$ cat src/rtl/rf_write_arbiter.sv
// rf_write_arbiter
// Two-requester register-file write-back arbiter with a pending-write scoreboard.
//
// Ports:
//   clk, reset                  clock and asynchronous active-high reset
//   req0_valid/addr/data/ready  ALU write-back request channel (valid/ready handshake)
//   req1_valid/addr/data/ready  LSU write-back request channel (valid/ready handshake)
//   mark_valid, mark_addr       issue stage reserves a destination register
//   query_addr, query_busy      combinational lookup of a register's pending state
//   pending_cnt                 registered count of reserved registers
//   rf_wen, rf_waddr, rf_wdata  registered register-file write port (1-cycle latency)
//
// Arbitration is round-robin between the two requesters. Writes to register 0
// complete the handshake but never raise rf_wen, and register 0 is never busy.

module rf_write_arbiter #(
    parameter int ADDR_WIDTH = 5,
    parameter int DATA_WIDTH = 32
) (
    input  logic                  clk,
    input  logic                  reset,
    input  logic                  req0_valid,
    input  logic [ADDR_WIDTH-1:0] req0_addr,
    input  logic [DATA_WIDTH-1:0] req0_data,
    output logic                  req0_ready,
    input  logic                  req1_valid,
    input  logic [ADDR_WIDTH-1:0] req1_addr,
    input  logic [DATA_WIDTH-1:0] req1_data,
    output logic                  req1_ready,
    input  logic                  mark_valid,
    input  logic [ADDR_WIDTH-1:0] mark_addr,
    input  logic [ADDR_WIDTH-1:0] query_addr,
    output logic                  query_busy,
    output logic [ADDR_WIDTH:0]   pending_cnt,
    output logic                  rf_wen,
    output logic [ADDR_WIDTH-1:0] rf_waddr,
    output logic [DATA_WIDTH-1:0] rf_wdata
);

    localparam int NREG = 2 ** ADDR_WIDTH;
    localparam int CW   = ADDR_WIDTH + 1;

    // Population count of the busy vector; the result fits in ADDR_WIDTH+1 bits.
    function automatic logic [CW-1:0] popcount(input logic [NREG-1:0] vec);
        logic [CW-1:0] cnt;
        cnt = {CW{1'b0}};
        for (int i = 0; i < NREG; i++) begin
            cnt = cnt + {{ADDR_WIDTH{1'b0}}, vec[i]};
        end
        return cnt;
    endfunction

    // r_last_grant: 1'b1 = req1 was granted most recently, 1'b0 = req0.
    logic                  r_last_grant;
    logic                  r_wen;
    logic [ADDR_WIDTH-1:0] r_waddr;
    logic [DATA_WIDTH-1:0] r_wdata;
    logic [NREG-1:0]       r_busy;
    logic [CW-1:0]         r_pending;

    logic                  w_grant0;
    logic                  w_grant1;
    logic [NREG-1:0]       w_set_vec;
    logic [NREG-1:0]       w_clr_vec;
    logic [NREG-1:0]       w_busy_next;

    // Round-robin grant: a lone requester wins; on contention the one not granted last wins.
    always_comb begin
        w_grant0 = 1'b0;
        w_grant1 = 1'b0;
        if (reset) begin
            w_grant0 = 1'b0;
            w_grant1 = 1'b0;
        end else begin
            w_grant0 = req0_valid && (!req1_valid || r_last_grant);
            w_grant1 = req1_valid && (!req0_valid || !r_last_grant);
        end
    end

    assign req0_ready = w_grant0;
    assign req1_ready = w_grant1;

    // Pointer records the most recent grant; reset favours req0 at first contention.
    always_ff @(posedge clk or posedge reset) begin
        if (reset) begin
            r_last_grant <= 1'b1;
        end else if (w_grant0) begin
            r_last_grant <= 1'b0;
        end else if (w_grant1) begin
            r_last_grant <= 1'b1;
        end else begin
            r_last_grant <= r_last_grant;
        end
    end

    // Write port register: capture the granted request; address/data hold when idle.
    always_ff @(posedge clk or posedge reset) begin
        if (reset) begin
            r_wen   <= 1'b0;
            r_waddr <= {ADDR_WIDTH{1'b0}};
            r_wdata <= {DATA_WIDTH{1'b0}};
        end else if (w_grant0) begin
            r_wen   <= (req0_addr != {ADDR_WIDTH{1'b0}});
            r_waddr <= req0_addr;
            r_wdata <= req0_data;
        end else if (w_grant1) begin
            r_wen   <= (req1_addr != {ADDR_WIDTH{1'b0}});
            r_waddr <= req1_addr;
            r_wdata <= req1_data;
        end else begin
            r_wen   <= 1'b0;
            r_waddr <= r_waddr;
            r_wdata <= r_wdata;
        end
    end

    // Scoreboard next state: set applied after clear so a new producer wins a same-edge
    // collision; bit 0 is forced clear so register 0 can never be reserved.
    always_comb begin
        w_set_vec = {NREG{1'b0}};
        w_clr_vec = {NREG{1'b0}};
        if (mark_valid && (mark_addr != {ADDR_WIDTH{1'b0}})) begin
            w_set_vec[mark_addr] = 1'b1;
        end else begin
            w_set_vec = {NREG{1'b0}};
        end
        if (r_wen) begin
            w_clr_vec[r_waddr] = 1'b1;
        end else begin
            w_clr_vec = {NREG{1'b0}};
        end
        w_busy_next    = (r_busy & ~w_clr_vec) | w_set_vec;
        w_busy_next[0] = 1'b0;
    end

    // Busy bits and their count update together so pending_cnt always matches the bits.
    always_ff @(posedge clk or posedge reset) begin
        if (reset) begin
            r_busy    <= {NREG{1'b0}};
            r_pending <= {CW{1'b0}};
        end else begin
            r_busy    <= w_busy_next;
            r_pending <= popcount(w_busy_next);
        end
    end

    assign query_busy  = !reset && (query_addr != {ADDR_WIDTH{1'b0}}) && r_busy[query_addr];
    assign pending_cnt = r_pending;
    assign rf_wen      = r_wen;
    assign rf_waddr    = r_waddr;
    assign rf_wdata    = r_wdata;

endmodule

$ cat config.mk
export PLATFORM = sky130hd
export DESIGN_NAME = rf_write_arbiter
export DESIGN_NICKNAME = d
export VERILOG_FILES = /design/src/rtl/rf_write_arbiter.sv
export SDC_FILE = /design/constraint.sdc
export NUM_CORES = 1
export LEC_CHECK = 0
export CAP_MARGIN = 20
export CORE_MARGIN = 2
export CORE_UTILIZATION = 43
export DETAILED_ROUTE_END_ITERATION = 12
export GPL_TIMING_DRIVEN = 0
export PLACE_DENSITY_LB_ADDON = 0.2
export SYNTH_ARGS = -nofsm -noshare
export SYNTH_HDL_FRONTEND = slang
export SYNTH_SLANG_ARGS = --single-unit
$ cat constraint.sdc
create_clock -name clk -period 5.1 [get_ports clk]
set_clock_uncertainty 0.1 [all_clocks]
set_input_delay 1.02 -clock clk [delete_from_list [all_inputs] [get_ports clk]]
set_output_delay 1.02 -clock clk [all_outputs]
set_load 0.005 [all_outputs]
* Word level (Yosys, flattened, before mapping)
Index checks and enable logic that the tools add are counted.
** Word-level totals
- Flip-flop bits (word level) :: 76
- Input bits :: 89
- Output and inout port bits :: 47
- Word-level logic and storage cells :: 80
** Operators by class
- Add/sub/neg operators :: 30
- $lt $le $gt $ge :: 5
- Muxes and demuxes :: 18
- Bitwise logic cells :: 3
- Reduce and logical (&&, ||, !) cells :: 18
** Operator list (number)
- adder 6 x 1 -> 6 bit :: 25
- two-way mux 32 bit :: 4
- AND 32 bit :: 1
- NOT 32 bit :: 1
- bitwise OR 32 bit :: 1
- nonzero test 5 bit :: 4
- < comparator 5 x 6 -> 1 bit (second input constant) :: 3
- demux 1 bit (select 5 bit) :: 2
- >= comparator 5 x 1 -> 1 bit (second input constant) :: 2
- two-way mux 5 bit :: 2
- two-way mux 1 bit :: 9
- logical AND 1 bit :: 7
- adder 5 x 1 -> 6 bit :: 1
- adder 4 x 1 -> 5 bit :: 1
- binary-select mux 1 bit (select 5 bit) :: 1
- adder 3 x 1 -> 4 bit :: 1
- zero test 1 bit :: 4
- adder 2 x 1 -> 3 bit :: 1
- adder 1 x 1 -> 2 bit :: 1
- logical OR 1 bit :: 2
- nonzero test 2 bit :: 1

* Logic depth before layout (Yosys ltp)
Gate-level depths: netlist of run 1.
- Word-level depth :: 38
- Mapped depth :: 20
- Depth with buffers taken out :: 19

* Least setup slack after synthesis of run 1
No wires, ideal clock.
- Path kind :: input to register
- Start :: in mark_addr[3]
- End :: reg r_pending[4] (netlist: pending_cnt[4])
- Library setup time :: 80 ps
- Data arrival time :: 5989 ps
- Required time :: 4920 ps
- Path slack :: -1069 ps
- Stages on the path :: 18
- Buffers on the path :: 1
- Path through :: or3b_2 > clkbuf_1 > o21a_1 > fa_1 > inv_1 > fa_1 > fa_1 > fa_1 > fa_1 > inv_1 > fa_1 > fa_1 > inv_1 > fa_1 > nand2_1 > nand2_1 > a21oi_1 > xnor2_1
** Between the ends
- Longest elaborated chain between the ends :: 36
- Elaborated cells on any way between the ends :: 39
- Classes of those cells :: 30 x add/sub; 2 x order compare; 3 x mux; 1 x bitwise; 3 x reduce/logical
** RTL lines
- start, declared :: line 31 : input logic [ADDR_WIDTH-1:0] mark_addr,
- < comparator 5 x 6 -> 1 bit (implied by the code) / >= comparator 5 x 1 -> 1 bit (equally long branches) :: line 123 : w_set_vec[mark_addr] = 1'b1;
- logical AND 1 bit (implied by the code) :: line 123
- two-way mux 1 bit (implied by the code) :: line 123
- demux 1 bit (select 5 bit) :: line 123
- two-way mux 32 bit * :: line 122 : if (mark_valid && (mark_addr != {ADDR_WIDTH{1'b0}})) begin
- bitwise OR 32 bit * :: line 132 : w_busy_next = (r_busy & ~w_clr_vec) | w_set_vec;
- adder 1 x 1 -> 2 bit :: line 48 : cnt = cnt + {{ADDR_WIDTH{1'b0}}, vec[i]};
- adder 2 x 1 -> 3 bit :: line 48
- adder 3 x 1 -> 4 bit :: line 48
- adder 4 x 1 -> 5 bit :: line 48
- adder 5 x 1 -> 6 bit :: line 48
- adder 6 x 1 -> 6 bit (24 in series) :: line 48
- adder 6 x 1 -> 6 bit * :: line 48
- end signal, assigned :: line 140 : r_pending <= {CW{1'b0}};
- end signal, assigned :: line 143 : r_pending <= popcount(w_busy_next);
- end, declared :: line 59 : logic [CW-1:0] r_pending;
Mark *: on every way between the ends. The rest lies on a longest branch, timed or not.
A chain may end at the register's enable or synchronous reset.

* Final worst setup path of run 1
- Start :: in mark_addr[0]
- End :: reg r_pending[4] (netlist: pending_cnt[4])
** Between the ends
- Elaborated cells on any way between the ends :: 39
- Classes of those cells :: 30 x add/sub; 2 x order compare; 3 x mux; 1 x bitwise; 3 x reduce/logical
** RTL lines
- < comparator 5 x 6 -> 1 bit (implied by the code) / >= comparator 5 x 1 -> 1 bit (equally long branches) :: line 123
- logical AND 1 bit (implied by the code) :: line 123
- two-way mux 1 bit (implied by the code) :: line 123
- demux 1 bit (select 5 bit) :: line 123
- two-way mux 32 bit * :: line 122
- bitwise OR 32 bit * :: line 132
- named net w_busy_next[20] :: line 65 : logic [NREG-1:0] w_busy_next;
- adder 6 x 1 -> 6 bit * (12 in series) :: line 48
The timed path passes the listed nets; every way through them passes the cells marked *.

==> metrics.cfg, run 1 <==
[placed_design]
dpl_worst_slack_ps=-1660
gp_congestion=0.879
port-buffer-count=135
placed_cells=703
hpwlAfterDp_microns=9050

[logic_synthesis]
synth.area.top_cells=dfrtp_1 43%, fa_1 10%, mux2i_1 10%, o21ai_0 9.3%, nand2_1 4.2%
postSynthAreaPerCell_sq_um=10.2
syn_inst=434
async_flop_share_pct=100
ys_ff_latch=76
synth-warning-count=0
ys_seq_area_share_pct=43.1
synth_top_area_cell=dfrtp_1
ys_types=43
synth_edf_count=0
synth_area_sq_um=4410
ys.flop_type=dfrtp_1
syn_nets=553
synth_top_area_share_pct=42.5

[timing]
slew_viol_final=0
hold-worst-slack_ps=386
slew_headroom_pct=66.4
fin_ws_ps=-738
worst_slew_pin_slew_ps=499
finalSetupTns_ps=-3580
timing.fmax_mhz=171
rsz0062_at_grt=true
finalCritPeriodShare_pct=114
finalCriticalPeriod_ps=5840
final-setup-viol-count=6
hold_viol=0

[clock_tree]
insertion_delay_ps=350
cts_inserted_buffers=9
cts_tree=done
clk_path_buf_depth=2
cts_root_buf=clkbuf_8
clock-sinks=76
clk_pin_slew_ps=80
htreeDepth=3

[grt]
grt_overflow=0
grt_max_degree=75
grt_pass1_vias=4046
antenna_found_initial=0
grt_pass1_wl_microns=19500
grt_usage_pct=22.4

[layout]
instances_no_fill=727
drive_gt1_share_pct=12.6
area_growth_pct=42.9
final_common_cell=clkdlybuf4s50_1
antenna_cells=0
layout.cells.most_common_list=129 x clkdlybuf4s50_1, 75 x dfrtp_1, 73 x o21ai_0, 49 x nand2_1, 46 x mux2i_1
nNetsFinal=708

[worst_hold_path]
min_path_cells=2
min_path_type=register to register

[setup_path]
reg2regPathDepth=19
reg2reg_slack_ps=-680
worstPathMaxFanout=8
critical_path_class=primary input to register
critPathCaptureType=register
cp_data_arrival_time_ps=6000
worst_setup_path_start_kind=primary input
worstPathRequired_ps=5270

[routing]
ant_nets=0
first_pass_iters=4
first_iter_violations=126
remaining_drc_errors=0
finalWirelength_microns=11900
routedWlPerCell_microns=16.3
vias_per_cell=5.22
vias=3792

[floorplanning]
start_util_pct=44.7
die_x_microns=105
die_area_sq_um=11100
die_h_microns=105
io_pins=136
coreArea_sq_um=9860
std_cell_rows=36

[outcome]
status=finished, violations left
violations=negative setup slack

[flow_run]
cap_violations=0

## repair_timing
| item | CTS | global route |
|---|---|---|
| setup buffers | 8 | 3 |
| endpoints found under the setup margin | 6 | 6 |
| hold buffers | 0 | 0 |
| pin swaps | 17 | 29 |
| resized for setup | 40 | 24 |
## Yosys cell counts, drive strengths merged, types with 3 or more instances
cell	n
nand2	49
nor2	9
nand3	4
o21a	14
nor2b	3
mux2i	46
nand3b	10
nand2b	3
dfrtp	75
clkbuf	11
inv	43
fa	23
o21ai	96
or3b	4
buf	10
ha	7
## area by class of cell
class / count / area (sq um)
Clock buffer: 11 / 141
Inverter: 43 / 164
Sequential cell: 76 / 1900
Tap cell: 133 / 166
Buffer: 18 / 138
Timing Repair Buffer: 147 / 1460
Multi-Input combinational cell: 294 / 2300
Clock inverter: 5 / 36.3
Fill cell: 817 / 3560
## worst paths after layout
kind	endpoint	start
worst max-delay path	pending_cnt[4]$_DFF_PP0_	mark_addr[0]
worst min-delay path	rf_wdata[13]$_DFFE_PP0P_	rf_wdata[13]$_DFFE_PP0P_
worst max register to register	pending_cnt[4]$_DFF_PP0_	rf_waddr[0]$_DFFE_PP0P_
worst min register to register	rf_wdata[13]$_DFFE_PP0P_	rf_wdata[13]$_DFFE_PP0P_
max in group asynchronous	rf_wdata[3]$_DFFE_PP0P_	reset
min in group asynchronous	rf_wdata[27]$_DFFE_PP0P_	reset
## worst max-delay path, cell delays in order
cell and delay, ps:
buf_6 100, or3b_4 390, buf_8 150, o21ai_4 150
inv_2 50, fa_1 460, fa_1 520, inv_2 50
fa_1 580, fa_2 440, fa_1 520, inv_2 40
fa_1 500, fa_2 230, inv_2 50, fa_2 350
nand2_1 60, nand2_1 60, a21oi_2 130, xnor2_1 130
## sequential cells by signal, summed over array words and instances (netlist names)
signal and flops:
pending_cnt 6, r_busy 31, r_last_grant 1, rf_waddr 5, rf_wdata 32, rf_wen 1
## kinds of logic (layout without fill, tap and decap cells)
| kind of cell | count (synthesis) | in the layout | share of synthesized area [%] |
|---|---|---|---|
| multiplexers | 50 | 50 | 12.0 |
| adder cells (fa/ha/maj) | 30 | 30 | 12.4 |
| XOR/XNOR | 2 | 2 | 0.397 |
| buffers and inverters | 64 | 224 | 6.78 |
| AND/OR/NAND/NOR | 90 | 90 | 9.92 |
| AO/OA/AOI/OAI | 122 | 122 | 15.4 |
| flip-flops | 76 | 76 | 43.1 |
## routing by layer
metal / global-route usage (%) / routed length, microns / vias up
li1: - / - / 1795
met1: 28.0 / 4890 / 1831
met2: 37.1 / 5880 / 148
met3: 5.81 / 925 / 18
met4: 8.67 / 178 / 0
met5: 0 / 0 / -
## through the flow
step	util (%)	cell area, sq um
6_report	63.9	6310
2_1_floorplan	-	4440
3_3_place_gp	60.4	5960
3_5_place_dp	60.7	5990
4_1_cts	63.2	6240
5_1_grt	63.9	6310
Power of run 1 is left out: the tool's default activity adds up to more than one toggle a clock period on the data nets, which glitch-free logic cannot reach.
==> run 2: changes to the inputs <==
--- a/config.mk
+++ b/config.mk
@@ -6,11 +6,11 @@
 export NUM_CORES = 1
 export LEC_CHECK = 0
 export CAP_MARGIN = 20
-export CORE_MARGIN = 2
 export CORE_UTILIZATION = 43
 export DETAILED_ROUTE_END_ITERATION = 12
 export GPL_TIMING_DRIVEN = 0
 export PLACE_DENSITY_LB_ADDON = 0.2
+export SETUP_SLACK_MARGIN = 0.3
 export SYNTH_ARGS = -nofsm -noshare
 export SYNTH_HDL_FRONTEND = slang
 export SYNTH_SLANG_ARGS = --single-unit
==> run 2 against run 1 <==
The flow still finishes with violations (negative setup slack); flip-flop and latch count unchanged; die area decreased by 3.8%; cell area about the same; via count increased by 0.45%; routed wire length decreased by 0.98%; critical path depth unchanged; utilization decreased by 0.051 points; non-clock buffer count increased by 2.
==> metrics.cfg, run 2 (same netlist as run 1, synthesis figures left out) <==
[layout]
area_growth_pct=42.8
final_common_cell=clkdlybuf4s50_1
largest_register_ffs=32
layout.cells.most_common_list=129 x clkdlybuf4s50_1, 77 x o21ai_0, 75 x dfrtp_1, 49 x nand2_1, 46 x mux2i_1
nNetsFinal=710
drive_gt1_share_pct=11.6
antenna_cells=0
final_cell_area_sq_um=6300
instances_no_fill=729

[floorplanning]
coreArea_sq_um=9860
die_h_microns=103
std_cell_rows=36
die_area_sq_um=10700
die_x_microns=103
io_pins=136
start_util_pct=44.7

[clock_tree]
cts_tree=done
cts_root_buf=clkbuf_8
htreeDepth=3
clk_pin_slew_ps=70
cts_inserted_buffers=9
insertion_delay_ps=350
cts_hold_buf=0
clk_path_buf_depth=2
clock-sinks=76

[routing]
vias=3809
wl_met3_microns=906
remaining_drc_errors=0
first_iter_violations=158
finalWirelength_microns=11800
first_pass_iters=4
vias_per_cell=5.22
ant_nets=0
top_layer=met4
routedWlPerCell_microns=16.1
met1Wirelength_microns=4830
wl_met2_microns=5710

[grt]
grt_max_degree=48
grt_pass1_vias=3929
grt_pass1_wl_microns=19000
grt_usage_pct=24.0
grt_overflow=0
antenna_found_initial=0

[setup_path]
critical_path_class=primary input to register
worstPathRequired_ps=5270
startpoint=mark_addr[1]
cp-endpoint=pending_cnt[4]$_DFF_PP0_
cp_data_arrival_time_ps=6080
reg2reg_slack_ps=-700
r2r-start=rf_waddr[0]$_DFFE_PP0P_
worstPathMaxFanout=5
critPathCaptureType=register
r2r_end=pending_cnt[4]$_DFF_PP0_
reg2regPathDepth=19
worst_setup_path_start_kind=primary input

[worst_hold_path]
hold_path.startpoint=rf_wdata[6]$_DFFE_PP0P_
min_path_type=register to register

[timing]
fin_ws_ps=-810
finalCritPeriodShare_pct=116
final-setup-viol-count=6
finalCriticalPeriod_ps=5910
slew_viol_final=0
worst_slew_pin_slew_ps=519
slew_headroom_pct=65.0
rsz0062_at_grt=true
timing.fmax_mhz=169
hold_viol=0
hold-worst-slack_ps=377

[outcome]
violations=negative setup slack
status=finished, violations left

[placed_design]
gp_congestion=0.864
placed_cells=703
place_area_sq_um=5990
hpwlAfterDp_microns=8970
port-buffer-count=135

[flow_run]
cap_violations=0

==> run 2: cell types whose count changed in the layout (fill, tap and decap cells not counted), sizes merged <==
cell	delta
clkinv	-1
clkinvlp	-3
inv	-1
clkbuf	+8
buf	-1
==> run 2: per-layer routing <==
metal | vias up | track usage, %
met3 | 26 | 6.45
li1 | 1796 | -
met1 | 1828 | 29.8
met5 | - | 0
met2 | 159 | 39.0
met4 | 0 | 11.7
==> run 2: worst min-delay path by stage <==
stage                                to  slack (ps)  depth (start not counted)
4_1_cts        rf_wdata[23]$_DFFE_PP0P_         390                          2
5_1_grt         rf_wdata[6]$_DFFE_PP0P_         410                          2
3_5_place_dp    rf_wdata[6]$_DFFE_PP0P_         370                          2
3_3_place_gp   rf_wdata[21]$_DFFE_PP0P_         360                          2
2_1_floorplan   rf_wdata[0]$_DFFE_PP0P_         370                          2
6_report        rf_wdata[6]$_DFFE_PP0P_         380                          2
==> run 2: metrics by stage <==
step	setup TNS [ps]	setup slack, ps	utilization [%]
floorplan	-3650	-729	-
global placement	-10830	-1610	60.4
detailed placement	-8960	-1650	60.7
CTS	-4910	-982	62.9
global route	-4560	-945	63.9
finish	-3780	-810	63.9
==> run 2: cell type report <==
type	instances	area (sq um)
flip-flops and latches	76	1900
well taps	133	166
inverters	43	164
repair buffers	146	1450
plain buffers	21	159
clock buffers	16	160
multi-input cells	294	2300
fillers	827	3560
==> run 2: worst max-delay path, cell delays in order <==
cell	delay (ps)
buf_6	100
or3b_4	390
buf_8	140
buf_6	110
o21a_1	200
fa_1	450
fa_2	540
inv_2	40
fa_2	560
fa_2	440
fa_1	510
inv_2	40
fa_1	510
fa_2	230
inv_2	40
fa_2	330
nand2_1	70
nand2_1	70
a21oi_2	150
xnor2_1	130
==> run 2: what timing repair did <==
item | in CTS | in global routing
setup endpoints to repair | 6 | 6
buffers inserted | 6 | 4
resized for setup | 38 | 20
pin swaps | 16 | 20
Power of run 2 is left out for the same reason.
==> run 3: changes to the inputs <==
--- a/config.mk
+++ b/config.mk
@@ -9,7 +9,7 @@
 export CORE_UTILIZATION = 43
 export DETAILED_ROUTE_END_ITERATION = 12
 export GPL_TIMING_DRIVEN = 0
-export PLACE_DENSITY_LB_ADDON = 0.2
+export PLACE_DENSITY_LB_ADDON = 0.08
 export SETUP_SLACK_MARGIN = 0.3
 export SYNTH_ARGS = -nofsm -noshare
 export SYNTH_HDL_FRONTEND = slang
==> run 3 against run 2 <==
The run still ends with negative setup slack left; worst hold slack improved by 6.0 ps; maximum frequency increased by 0.99%; cell area increased by 0.66%; flip-flop and latch count unchanged; final cell count unchanged; highest routed layer unchanged.
==> metrics.cfg, run 3 (same netlist as run 1, synthesis figures left out) <==
[outcome]
status=finished, violations left
violations=negative setup slack

[timing]
rsz0062_at_grt=true
fin_ws_ps=-752
finalCriticalPeriod_ps=5850
timing.fmax_mhz=171
worst_slew_pin_slew_ps=522
finalCritPeriodShare_pct=115
hold-worst-slack_ps=383
slew_viol_final=0
slew_headroom_pct=64.8
final-setup-viol-count=6
hold_viol=0

[routing]
remaining_drc_errors=0
vias_per_cell=5.16
ant_nets=0
first_iter_violations=123
vias=3760
routedWlPerCell_microns=16.0
first_pass_iters=4
finalWirelength_microns=11700

[flow_run]
cap_violations=0

[placed_design]
port-buffer-count=135
place_area_sq_um=5990
gp_congestion=0.905
hpwlAfterDp_microns=8890
placed_cells=703

[clock_tree]
cts_inserted_buffers=9
cts_root_buf=clkbuf_8
clk_path_buf_depth=2
cts_hold_buf=0
htreeDepth=3
cts_tree=done
clock-sinks=76
insertion_delay_ps=330
clk_pin_slew_ps=80

[floorplanning]
die_x_microns=103
coreArea_sq_um=9860
io_pins=136
std_cell_rows=36
start_util_pct=44.7
die_area_sq_um=10700
die_h_microns=103

[setup_path]
critPathCaptureType=register
worstPathMaxFanout=7
cp_data_arrival_time_ps=5980
worstPathRequired_ps=5220
worst_setup_path_start_kind=primary input
critical_path_class=primary input to register

[grt]
grt_usage_pct=23.8
grt_overflow=0
grt_max_degree=57
grt_pass1_wl_microns=19000
grt_pass1_vias=3931
antenna_found_initial=0

[layout]
antenna_cells=0
nNetsFinal=710
largest_register_ffs=32
area_growth_pct=43.7
final_common_cell=clkdlybuf4s50_1
final_cell_area_sq_um=6340
drive_gt1_share_pct=12.4
instances_no_fill=729
layout.cells.most_common_list=129 x clkdlybuf4s50_1, 76 x o21ai_0, 75 x dfrtp_1, 49 x nand2_1, 46 x mux2i_1

[worst_hold_path]
min_path_type=register to register

-- run 3: changes by cell type in the layout (fill, tap and decap cells not counted), sizes merged --
cell / delta
clkbuf: -5
clkinv: +4
bufinv: +1
-- run 3: cell type report --
class                           instances  area (sq um)
Buffer                                 21           161
Clock buffer                           11           131
Clock inverter                          5          53.8
Fill cell                             799          3520
Inverter                               43           164
Multi-Input combinational cell        294          2300
Sequential cell                        76          1900
Tap cell                              133           166
Timing Repair Buffer                  146          1460
-- run 3: path summary, 6_finish.rpt --
kind                                               start                  endpoint  slack (ps)  cells past startpoint
worst max-delay path                        mark_addr[0]  pending_cnt[2]$_DFF_PP0_        -750                     18
worst min-delay path            rf_wdata[19]$_DFFE_PP0P_  rf_wdata[19]$_DFFE_PP0P_         380                      2
worst max register to register   rf_waddr[0]$_DFFE_PP0P_  pending_cnt[2]$_DFF_PP0_        -680                     18
worst min register to register  rf_wdata[19]$_DFFE_PP0P_  rf_wdata[19]$_DFFE_PP0P_         380                      2
max in group asynchronous                          reset  r_last_grant$_DFFE_PP1P_        3330                      3
min in group asynchronous                          reset  rf_wdata[28]$_DFFE_PP0P_         950                      2
-- run 3: worst max-delay path, cell delays in order --
cell and delay (ps):
buf_6 100, or3b_4 390, buf_8 150, o21a_4 210
fa_1 500, fa_1 490, inv_1 60, fa_2 570
fa_2 440, fa_1 500, inv_1 50, fa_1 500
fa_2 230, inv_2 40, fa_2 350, buf_4 130
buf_4 120, xor2_1 130
-- run 3: per-stage QoR --
stage               setup TNS [ps]  util [%]  worst slack, ps
floorplan                    -3650         -             -729
detailed placement           -9030      60.7            -1660
global route                 -4310      64.3             -906
global placement            -13830      60.4            -1650
finish                       -3460      64.3             -752
CTS                          -4670      63.3             -957
-- run 3: per-layer routing --
layer	global-route usage (%)	share of wire [%]	vias up
li1	-	-	1797
met1	29.8	42	1805
met2	39.9	48	147
met3	6.72	8.1	11
met4	7.91	1.1	0
met5	0	0	-
-- run 3: repair_timing --
action | in CTS | in global routing
resized for setup | 39 | 29
pin swaps | 15 | 20
endpoints found under the setup margin | 6 | 6
setup buffers | 7 | 3
Power of run 3 is left out for the same reason.
